`config.mk`:
```
export PLATFORM = sky130hd
export DESIGN_NAME = instr_decoder
export DESIGN_NICKNAME = d
export VERILOG_FILES = /design/src/rtl/instr_decoder.sv
export SDC_FILE = /design/constraint.sdc
export NUM_CORES = 1
export LEC_CHECK = 0
export ABC_CLOCK_PERIOD_IN_PS = 1550
export BUFFER_PORTS_ARGS = -buffer_cell sky130_fd_sc_hd__buf_2
export CORE_MARGIN = 2
export CORE_UTILIZATION = 32
export DETAILED_ROUTE_END_ITERATION = 8
export GPL_TIMING_DRIVEN = 0
export PLACE_DENSITY = 0.73
export SETUP_SLACK_MARGIN = 0.3
export SYNTH_ARGS = -nofsm -noshare
export SYNTH_HDL_FRONTEND = slang
export SYNTH_SLANG_ARGS = --single-unit
```
`constraint.sdc`:
```
create_clock -name clk -period 1.55 [get_ports clk]
set_clock_uncertainty 0.15 [all_clocks]
set_input_delay 0.2325 -clock clk [delete_from_list [all_inputs] [get_ports clk]]
set_output_delay 0.2325 -clock clk [all_outputs]
set_load 0.03 [all_outputs]
```
`src/rtl/instr_decoder.sv`:
```
// instr_decoder -- RV32I instruction field decoder for the decode stage.
//
// Splits a 32-bit instruction into register indices, a 4-bit ALU function
// code and a sign-extended 32-bit immediate. The decode path is purely
// combinational by default. A clocked sticky flag records any illegal
// opcode seen since the last reset, for debug.
//
// Build option:
//   INSTR_DECODER_OUTREG_EN  when defined, alu_funct/rs1/rs2/rd/immed/illegal
//                            are registered on clk (one-cycle latency), and
//                            illegal_seen samples the registered illegal.
//
// Ports:
//   clk              clock
//   rst              synchronous active-high reset (forces NOP decode)
//   instr[31:0]      instruction word
//   controlOverride  1 = force alu_funct to ADD
//   alu_funct[3:0]   ALU function code {b3, funct3}
//   rs1/rs2/rd[4:0]  raw register index fields
//   immed[31:0]      sign-extended immediate for the opcode's format
//   illegal          opcode is not a supported RV32I major opcode
//   illegal_seen     sticky OR of illegal, cleared by reset
module instr_decoder #(
  parameter int N               = 32,
  parameter int INSTR_REG_WIDTH = 5,
  parameter int ALU_FUNCT_WIDTH = 4
) (
  input  logic                       clk,
  input  logic                       rst,
  input  logic [N-1:0]               instr,
  input  logic                       controlOverride,
  output logic [ALU_FUNCT_WIDTH-1:0] alu_funct,
  output logic [INSTR_REG_WIDTH-1:0] rs1,
  output logic [INSTR_REG_WIDTH-1:0] rs2,
  output logic [INSTR_REG_WIDTH-1:0] rd,
  output logic [N-1:0]               immed,
  output logic                       illegal,
  output logic                       illegal_seen
);

  localparam logic [6:0] OP_OP     = 7'b0110011;
  localparam logic [6:0] OP_IMM    = 7'b0010011;
  localparam logic [6:0] OP_LOAD   = 7'b0000011;
  localparam logic [6:0] OP_STORE  = 7'b0100011;
  localparam logic [6:0] OP_BRANCH = 7'b1100011;
  localparam logic [6:0] OP_LUI    = 7'b0110111;
  localparam logic [6:0] OP_AUIPC  = 7'b0010111;
  localparam logic [6:0] OP_JAL    = 7'b1101111;
  localparam logic [6:0] OP_JALR   = 7'b1100111;
  localparam logic [6:0] OP_FENCE  = 7'b0001111;
  localparam logic [6:0] OP_SYSTEM = 7'b1110011;

  logic [6:0]                 opcode;
  logic [2:0]                 funct3;
  logic [ALU_FUNCT_WIDTH-1:0] alu_d;
  logic [INSTR_REG_WIDTH-1:0] rs1_d, rs2_d, rd_d;
  logic [N-1:0]               imm_d;
  logic                       ill_d;
  logic                       legal_op;

  assign opcode = instr[6:0];
  assign funct3 = instr[14:12];

  always_comb begin
    alu_d = '0;
    if (!rst && !controlOverride) begin
      case (opcode)
        OP_OP:   alu_d = {instr[30], funct3};
        // Only SRLI/SRAI use bit 30 as a function bit; for the other
        // OP-IMM forms it is immediate data.
        OP_IMM:  alu_d = {(funct3 == 3'b101) & instr[30], funct3};
        default: alu_d = '0;
      endcase
    end
  end

  always_comb begin
    imm_d = '0;
    case (opcode)
      OP_IMM, OP_LOAD, OP_JALR:
        imm_d = {{(N-12){instr[31]}}, instr[31:20]};
      OP_STORE:
        imm_d = {{(N-12){instr[31]}}, instr[31:25], instr[11:7]};
      OP_BRANCH:
        imm_d = {{(N-13){instr[31]}}, instr[31], instr[7], instr[30:25],
                 instr[11:8], 1'b0};
      OP_LUI, OP_AUIPC:
        imm_d = {instr[31:12], 12'b0};
      OP_JAL:
        imm_d = {{(N-21){instr[31]}}, instr[31], instr[19:12], instr[20],
                 instr[30:21], 1'b0};
      default:
        imm_d = '0;
    endcase
    if (rst) imm_d = '0;
  end

  always_comb begin
    legal_op = 1'b0;
    case (opcode)
      OP_OP, OP_IMM, OP_LOAD, OP_STORE, OP_BRANCH, OP_LUI, OP_AUIPC,
      OP_JAL, OP_JALR, OP_FENCE, OP_SYSTEM: legal_op = 1'b1;
      default:                              legal_op = 1'b0;
    endcase
  end

  // Every legal major opcode ends in 2'b11; the explicit check keeps the
  // compressed-encoding space flagged even if the opcode list changes.
  assign ill_d = !rst && (!legal_op || (instr[1:0] != 2'b11));

  assign rs1_d = rst ? '0 : instr[19:15];
  assign rs2_d = rst ? '0 : instr[24:20];
  assign rd_d  = rst ? '0 : instr[11:7];

`ifdef INSTR_DECODER_OUTREG_EN
  always_ff @(posedge clk) begin
    if (rst) begin
      alu_funct <= '0;
      rs1       <= '0;
      rs2       <= '0;
      rd        <= '0;
      immed     <= '0;
      illegal   <= 1'b0;
    end else begin
      alu_funct <= alu_d;
      rs1       <= rs1_d;
      rs2       <= rs2_d;
      rd        <= rd_d;
      immed     <= imm_d;
      illegal   <= ill_d;
    end
  end
`else
  assign alu_funct = alu_d;
  assign rs1       = rs1_d;
  assign rs2       = rs2_d;
  assign rd        = rd_d;
  assign immed     = imm_d;
  assign illegal   = ill_d;
`endif

  // Samples the output-side illegal so the sticky flag lines up with what
  // downstream logic observed.
  always_ff @(posedge clk) begin
    if (rst)          illegal_seen <= 1'b0;
    else if (illegal) illegal_seen <= 1'b1;
  end

endmodule

```
==> summary.md, run 1 <==
| Metric | Value |
|---|---|
| Final worst-path cycle share | 140% |
| Worst hold path type | reg -> reg |
| Mux share of post-synthesis cell area | 2.43% |
| Fin. Hold Viols | 0 |
| Synth Area in Adders | 0% |
| Synth top area share | 16.0% |
| Most flops, register | illegal_seen |
| Post-place instance area | 1730 um2 |
| Iteration-0 DRC Markers | 119 |
| CP Cell Sequence | buf_2 > nand2_2 > nor4_2 > clkbuf_4 > nand2_1 > a21oi_4 > buf_6 |
| Area growth from synthesis to layout | 180% |
| Synth warnings | 0 |
| Crit path setup slack, layout | -0.616 ns |
| Max FFs per register | 1 |
| XOR/XNOR Fraction of Synth Area | 0% |
| First-pass GRT wire length | 7190 um |
| Failing checks | negative setup slack |
| Vias/cell | 6.25 |
| Post-synthesis compound-gate area fraction | 38.2% |
| EDFF count, synth | 0 |
| Post-layout min period | roughly 2.2 ns |
| Largest regs | illegal_seen (1) |
| Antenna diodes | 0 |
| Initial antenna violation count | 0 |
| Routability congestion estimate | about 0.85 |
| Commonest cells in the synthesized netlist | nand2_1, nor2b_1, a21oi_2 |
| DR vias | ~1,600 |
| Fraction of layout cells with a size suffix above 1 | 79.4% |
| Status | finished with violations |
| Fin area | 2450 um2 |
| Count leader, synth | nand2_1 |
| Drt pass-1 iters | 4 |
| Fin Hold WS | 0.377 ns |
| Slew Limit Fails | 0 |
| Arr. time, crit path | 1.78 ns |
| Place WS | -0.683 ns |
| Initial Util | between 30% and 40% |
| #FFs+latches synth | 1 |
| Worst-case vdd ir drop | roughly 0.36 mV |
| FMAX | 0.462 GHz |
| Buf/Inv on CP | 3 |
| Critical Path Max Stage Delay | 0.41 ns |
| Clock transition at the registers of the reported paths | 0 ns |
| Synth async-reset ratio | 0% |
| Post-Synth Simple-Gate Area | 47.8% |
| Startpoint types | primary input |
| Core Footprint | 2540 um2 |
| Crit-path slowest cell | nor4_2 |
| Main area contributors after synthesis | a21oi_2, nor2b_1, nand2_1 |
| Max_cap viols | 0 |
| DRC viols | 0 |
| Cell taking the most area after synthesis | a21oi_2 |
| Worst path required time | 1.17 ns |
| Row Count | 18 |
| DIE HEIGHT | about 56 um |
| Final setup vio count | 38 |
| Syn_area_per_cell | approximately 6.7 um2 |
| Worst Path Class, Setup | in -> out |
| Worst setup EP type | primary output |
| IO Port Bufs | 86 |
| Largest family of logic cells by synthesized area | simple AND/OR/NAND/NOR gates |
| Final nets | 270 |
| Unrepaired setup endpoints after global routing | true |
| Gate count of the mapped netlist | 131 |
| Seq/Total Area, Yosys | 2.29% |
| Mapped cell area | 875 um2 |
| Worst path top cell family by delay | simple AND/OR/NAND/NOR gates |
| CTS Hold Bufs | 0 |
| Final WL | 6500 um |
| Predominant post-synthesis flop cell | dfxtp_1 |
| Max FO, Critical Path | 10 |
| P_leak | 0.958 nW |
| Post-detail-place hpwl | 2760 um |
| Post-Syn Nets | 166 |
| Relative slew margins | 60.3% |
| PwrDens | 203 nW/um2 |
| Global Route Usage Sum | 27.6% |
| Pin count of the biggest net entering global routing | 11 |
| Fill count | 52 |
| Die width | 56.3 um |
| GRT Residual Overflow | 0 |
| Yosys cell types | 38 |
| Fin Setup TNS | -18.80 ns |
| Least-Margin Pin Slew | 0.594 ns |
| DIE AREA | about 3200 um2 |
| WL/cell | 24.7 um |
| Worst skew pair latency | 0 ns |
| Post-layout util | 96.3% |
| IO Count | 88 |
| Vias in the first global route | 1,457 |
| Detail Route Antenna Nets | 0 |
-- layer usage --
layer / GRT usage, % / wire length [um] / vias to the layer above
li1: - / - / 668
met1: 33.1 / 2120 / 751
met2: 52.4 / 3260 / 178
met3: 2.53 / 660 / 46
met4: 6.12 / 455 / 0
met5: 0 / 0 / -
-- per-stage QoR --
stage,instances,power [mW]
after global placement,247,0.327
final,263,0.497
after global routing,263,0.508
after CTS,259,0.427
after floorplan,131,0.229
after detailed placement,247,0.333
-- final timing paths --
kind,start,endpoint,slack (ns),depth (start not counted)
max,instr[1],immed[28],-0.62,7
min,illegal_seen,illegal_seen,0.38,2
max reg2reg,illegal_seen,illegal_seen,0.80,2
min reg2reg,illegal_seen,illegal_seen,0.38,2
-- cell type report --
class	count	area [um2]	area share, %
repair buffers	102	981	40.0
plain buffers	10	171	7.00
multi-input cells	117	1230	50.2
inverters	3	11.3	0.460
flip-flops and latches	1	20.0	0.817
well taps	30	37.5	1.53
-- what timing repair did --
action	4_1_cts	5_1_grt
endpoints found under the setup margin	53	53
resized for setup	121	33
gates cloned	3	1
pin swaps	11	10
setup buffers	9	3
-- worst min-delay path, stage by stage, from the launching register on --
cell and delay (ns):
dfxtp_1 0.29, nor2_1 0.11, a21oi_1 0.07
-- power breakdown --
group	internal, mW	leakage (nW)	switching (mW)	total (mW)
Clock	0	0	0	0
Sequential	0.0280	0.00844	0.000905	0.0289
Combinational	0.217	0.950	0.251	0.468
-- placed cells by master, fill, tap and decap left out, types with 2 or more instances in the layout --
cell type  Yosys  routed
nand3_1        2       2
buf_6          4      55
a22oi_1        4       4
o21ai_0        3       2
nand4b_1       3       3
nor2b_1       17       3
clkbuf_4       0       2
clkbuf_16      0       4
nor2b_4        0      14
inv_1          3       3
nor2_4         1       7
and3_4         0       2
or2_4          1       2
buf_4          0      10
o21ai_4        0       2
buf_8          0       4
and2_4         0       9
buf_2          2      31
nor2_1         3       3
nand2_1       22      19
nand2_2        0       3
a21oi_4        0      21
buf_12         0       5
-- cells by family after synthesis --
logic type	Yosys count
mux	2
simple gates	74
buf+inv	13
flops	1
compound gates	41
Note: power is estimated with default switching activity, not from simulation.
==> run 2: changes to the inputs <==
==> constraint.sdc (replaced) <==
create_clock -name clk -period 1.55 [get_ports clk]
set_clock_uncertainty 0.15 [all_clocks]
set_input_delay 0.0775 -clock clk [delete_from_list [all_inputs] [get_ports clk]]
set_output_delay 0.0775 -clock clk [all_outputs]
set_load 0.03 [all_outputs]
==> summary.md, run 2 (synthesized netlist as in run 1, its figures left out) <==
| Metric | Value |
|---|---|
| IO Port Bufs | 86 (unchanged) |
| Routability congestion estimate | 0.842 (-0.38%) |
| Reg2reg end | illegal_seen |
| Least-Margin Pin Slew | 0.595 ns (+0.000877 ns) |
| Fin. Hold Viols | 0 (unchanged) |
| Max FFs per register | 1 (unchanged) |
| Worst path required time | 1.32 ns (+0.15 ns) |
| Worst Path Class, Setup | in -> out |
| Most frequent cells in the layout | buf_6, buf_2, a21oi_4, nand2_1, nor2b_1 |
| WL/cell | 25.9 um (+4.9%) |
| Startpoint types | primary input |
| P_leak | 0.939 nW (-1.9%) |
| Arr. time, crit path | 1.59 ns (-0.19 ns) |
| Reg2reg setup slack | 0.72 ns (-0.08 ns) |
| DR vias | 1,747 (+6.3%) |
| Post-layout min period | 1.82 ns (-0.346 ns) |
| GRT Residual Overflow | 0 (unchanged) |
| Worst setup EP type | primary output |
| Detail Route Antenna Nets | 0 (unchanged) |
| IO Count | 88 (unchanged) |
| Relative slew margins | 60.2% (about the same) |
| Vias/cell | 6.35 (+1.7%) |
| FMAX | 0.549 GHz (+19%) |
| Worst Setup SP | instr[2] |
| Reg2Reg Depth | 2 (unchanged) |
| DIE AREA | 3170 um2 (unchanged) |
| Final worst-path cycle share | 117% (-22 points) |
| Initial antenna violation count | 0 (unchanged) |
| Unrepaired setup endpoints after global routing | true |
| PwrDens | 191 nW/um2 (-6.0%) |
| Vias in the first global route | 1,660 (+14%) |
| Initial Util | 34.4% (unchanged) |
| Worst skew pair latency | 0 ns (unchanged) |
| Final WL | 7130 um (+9.7%) |
| Pin count of the biggest net entering global routing | 11 (unchanged) |
| Final nets | 282 (+4.4%) |
| Fraction of layout cells with a size suffix above 1 | 78.4% (-1.0 points) |
| Failing checks | negative setup slack |
| Worst-case vdd ir drop | 0.266 mV (-25%) |
| Die width | 56.3 um (unchanged) |
| Area growth from synthesis to layout | 177% |
| DRC viols | 0 (unchanged) |
| DIE HEIGHT | 56.3 um (unchanged) |
| Iteration-0 DRC Markers | 111 (-6.7%) |
| Max_cap viols | 0 (unchanged) |
| Slew Limit Fails | 0 (unchanged) |
| First-pass GRT wire length | 9090 um (+26%) |
| Fin Setup TNS | -6.84 ns (+11.96 ns) |
| Core Footprint | 2540 um2 (unchanged) |
| Worst hold path type | in -> out |
| Antenna diodes | 0 (unchanged) |
| Max FO, Critical Path | 5 (-5) |
| Drt pass-1 iters | 5 (+1) |
| Fill count | 70 (+35%) |
| Crit path setup slack, layout | -0.271 ns (+0.346 ns) |
| Worst r2r src | illegal_seen |
| Worst setup endpoint | immed[21] |
| Global Route Usage Sum | 36.3% (+8.7 points) |
| Final setup vio count | 34 (-11%) |
| CTS Hold Bufs | 0 (unchanged) |
| Post-detail-place hpwl | 2690 um (-2.6%) |
| Most flops, register | illegal_seen |
| Status | finished with violations |
| Largest regs | illegal_seen (1) |
| Row Count | 18 (unchanged) |
| Fin Hold WS | 0.363 ns (-0.0141 ns) |
| Most common cell after layout, fill and taps aside | buf_6 |
## run 2: cell types whose count changed in the layout (fill, tap and decap cells not counted), moves of 3 or more
cell / previous run / this run
nor2b_1: 3 / 16
buf_2: 31 / 45
buf_8: 4 / 1
a22oi_2: 0 / 4
nor2b_4: 14 / 1
a22oi_1: 4 / 0
clkbuf_16: 4 / 0
nand2_2: 3 / 0
buf_4: 10 / 13
nand2_4: 0 / 3
## run 2: layer usage
metal	routed length (um)	share of wire [%]	global-route usage, %	up-vias
met2	3320	47	66.4	189
li1	-	-	-	694
met3	789	11	5.53	61
met1	2370	33	42.2	803
met5	0	0	0	-
met4	646	9.1	13.3	0
## run 2: worst min-delay path by stage
stage,startpoint,to,slack [ns],depth (start not counted)
6_report,instr[28],immed[8],0.36,3
4_1_cts,instr[28],immed[8],0.34,3
3_5_place_dp,instr[5],illegal_seen,0.33,3
5_1_grt,instr[28],immed[8],0.37,3
3_3_place_gp,instr[5],illegal_seen,0.30,3
2_1_floorplan,instr[31],immed[31],0.14,2
## run 2: power breakdown
| group | switching, mW | internal [mW] |
|---|---|---|
| registers | 0.00113 | 0.0280 |
| clock network | 0 | 0 |
| logic | 0.258 | 0.175 |
## run 2: layout make-up
type / count / area [um2] / share of cell area [%]
Multi-Input combinational cell: 117 / 1200 / 49.8
Sequential cell: 1 / 20.0 / 0.828
Inverter: 3 / 11.3 / 0.466
Tap cell: 30 / 37.5 / 1.55
Timing Repair Buffer: 114 / 1010 / 41.7
Buffer: 10 / 138 / 5.69
## run 2: per-stage QoR
| step | instance area, um2 | power, mW | std cells | worst slack [ns] | util [%] |
|---|---|---|---|---|---|
| floorplan | 1130 | 0.198 | 131 | -0.0806 | - |
| global placement | 1600 | 0.292 | 247 | -0.409 | 62.9 |
| detailed placement | 1600 | 0.298 | 247 | -0.450 | 62.9 |
| CTS | 2350 | 0.397 | 274 | -0.185 | 92.2 |
| global route | 2420 | 0.468 | 275 | -0.307 | 95.0 |
| finish | 2420 | 0.462 | 275 | -0.271 | 95.0 |
## run 2: critical path, stage by stage
cell and delay, ns:
buf_6 0.10, or2_4 0.25, a2111oi_4 0.41, o21bai_4 0.16, buf_6 0.15, buf_12 0.14
a21oi_4 0.15, buf_6 0.16
## run 2: repair_timing
item                                    CTS  global route
pin swaps                                18            10
endpoints found under the setup margin   46            46
setup buffers                            24             1
resized for setup                       135            20
cloned                                    3             0
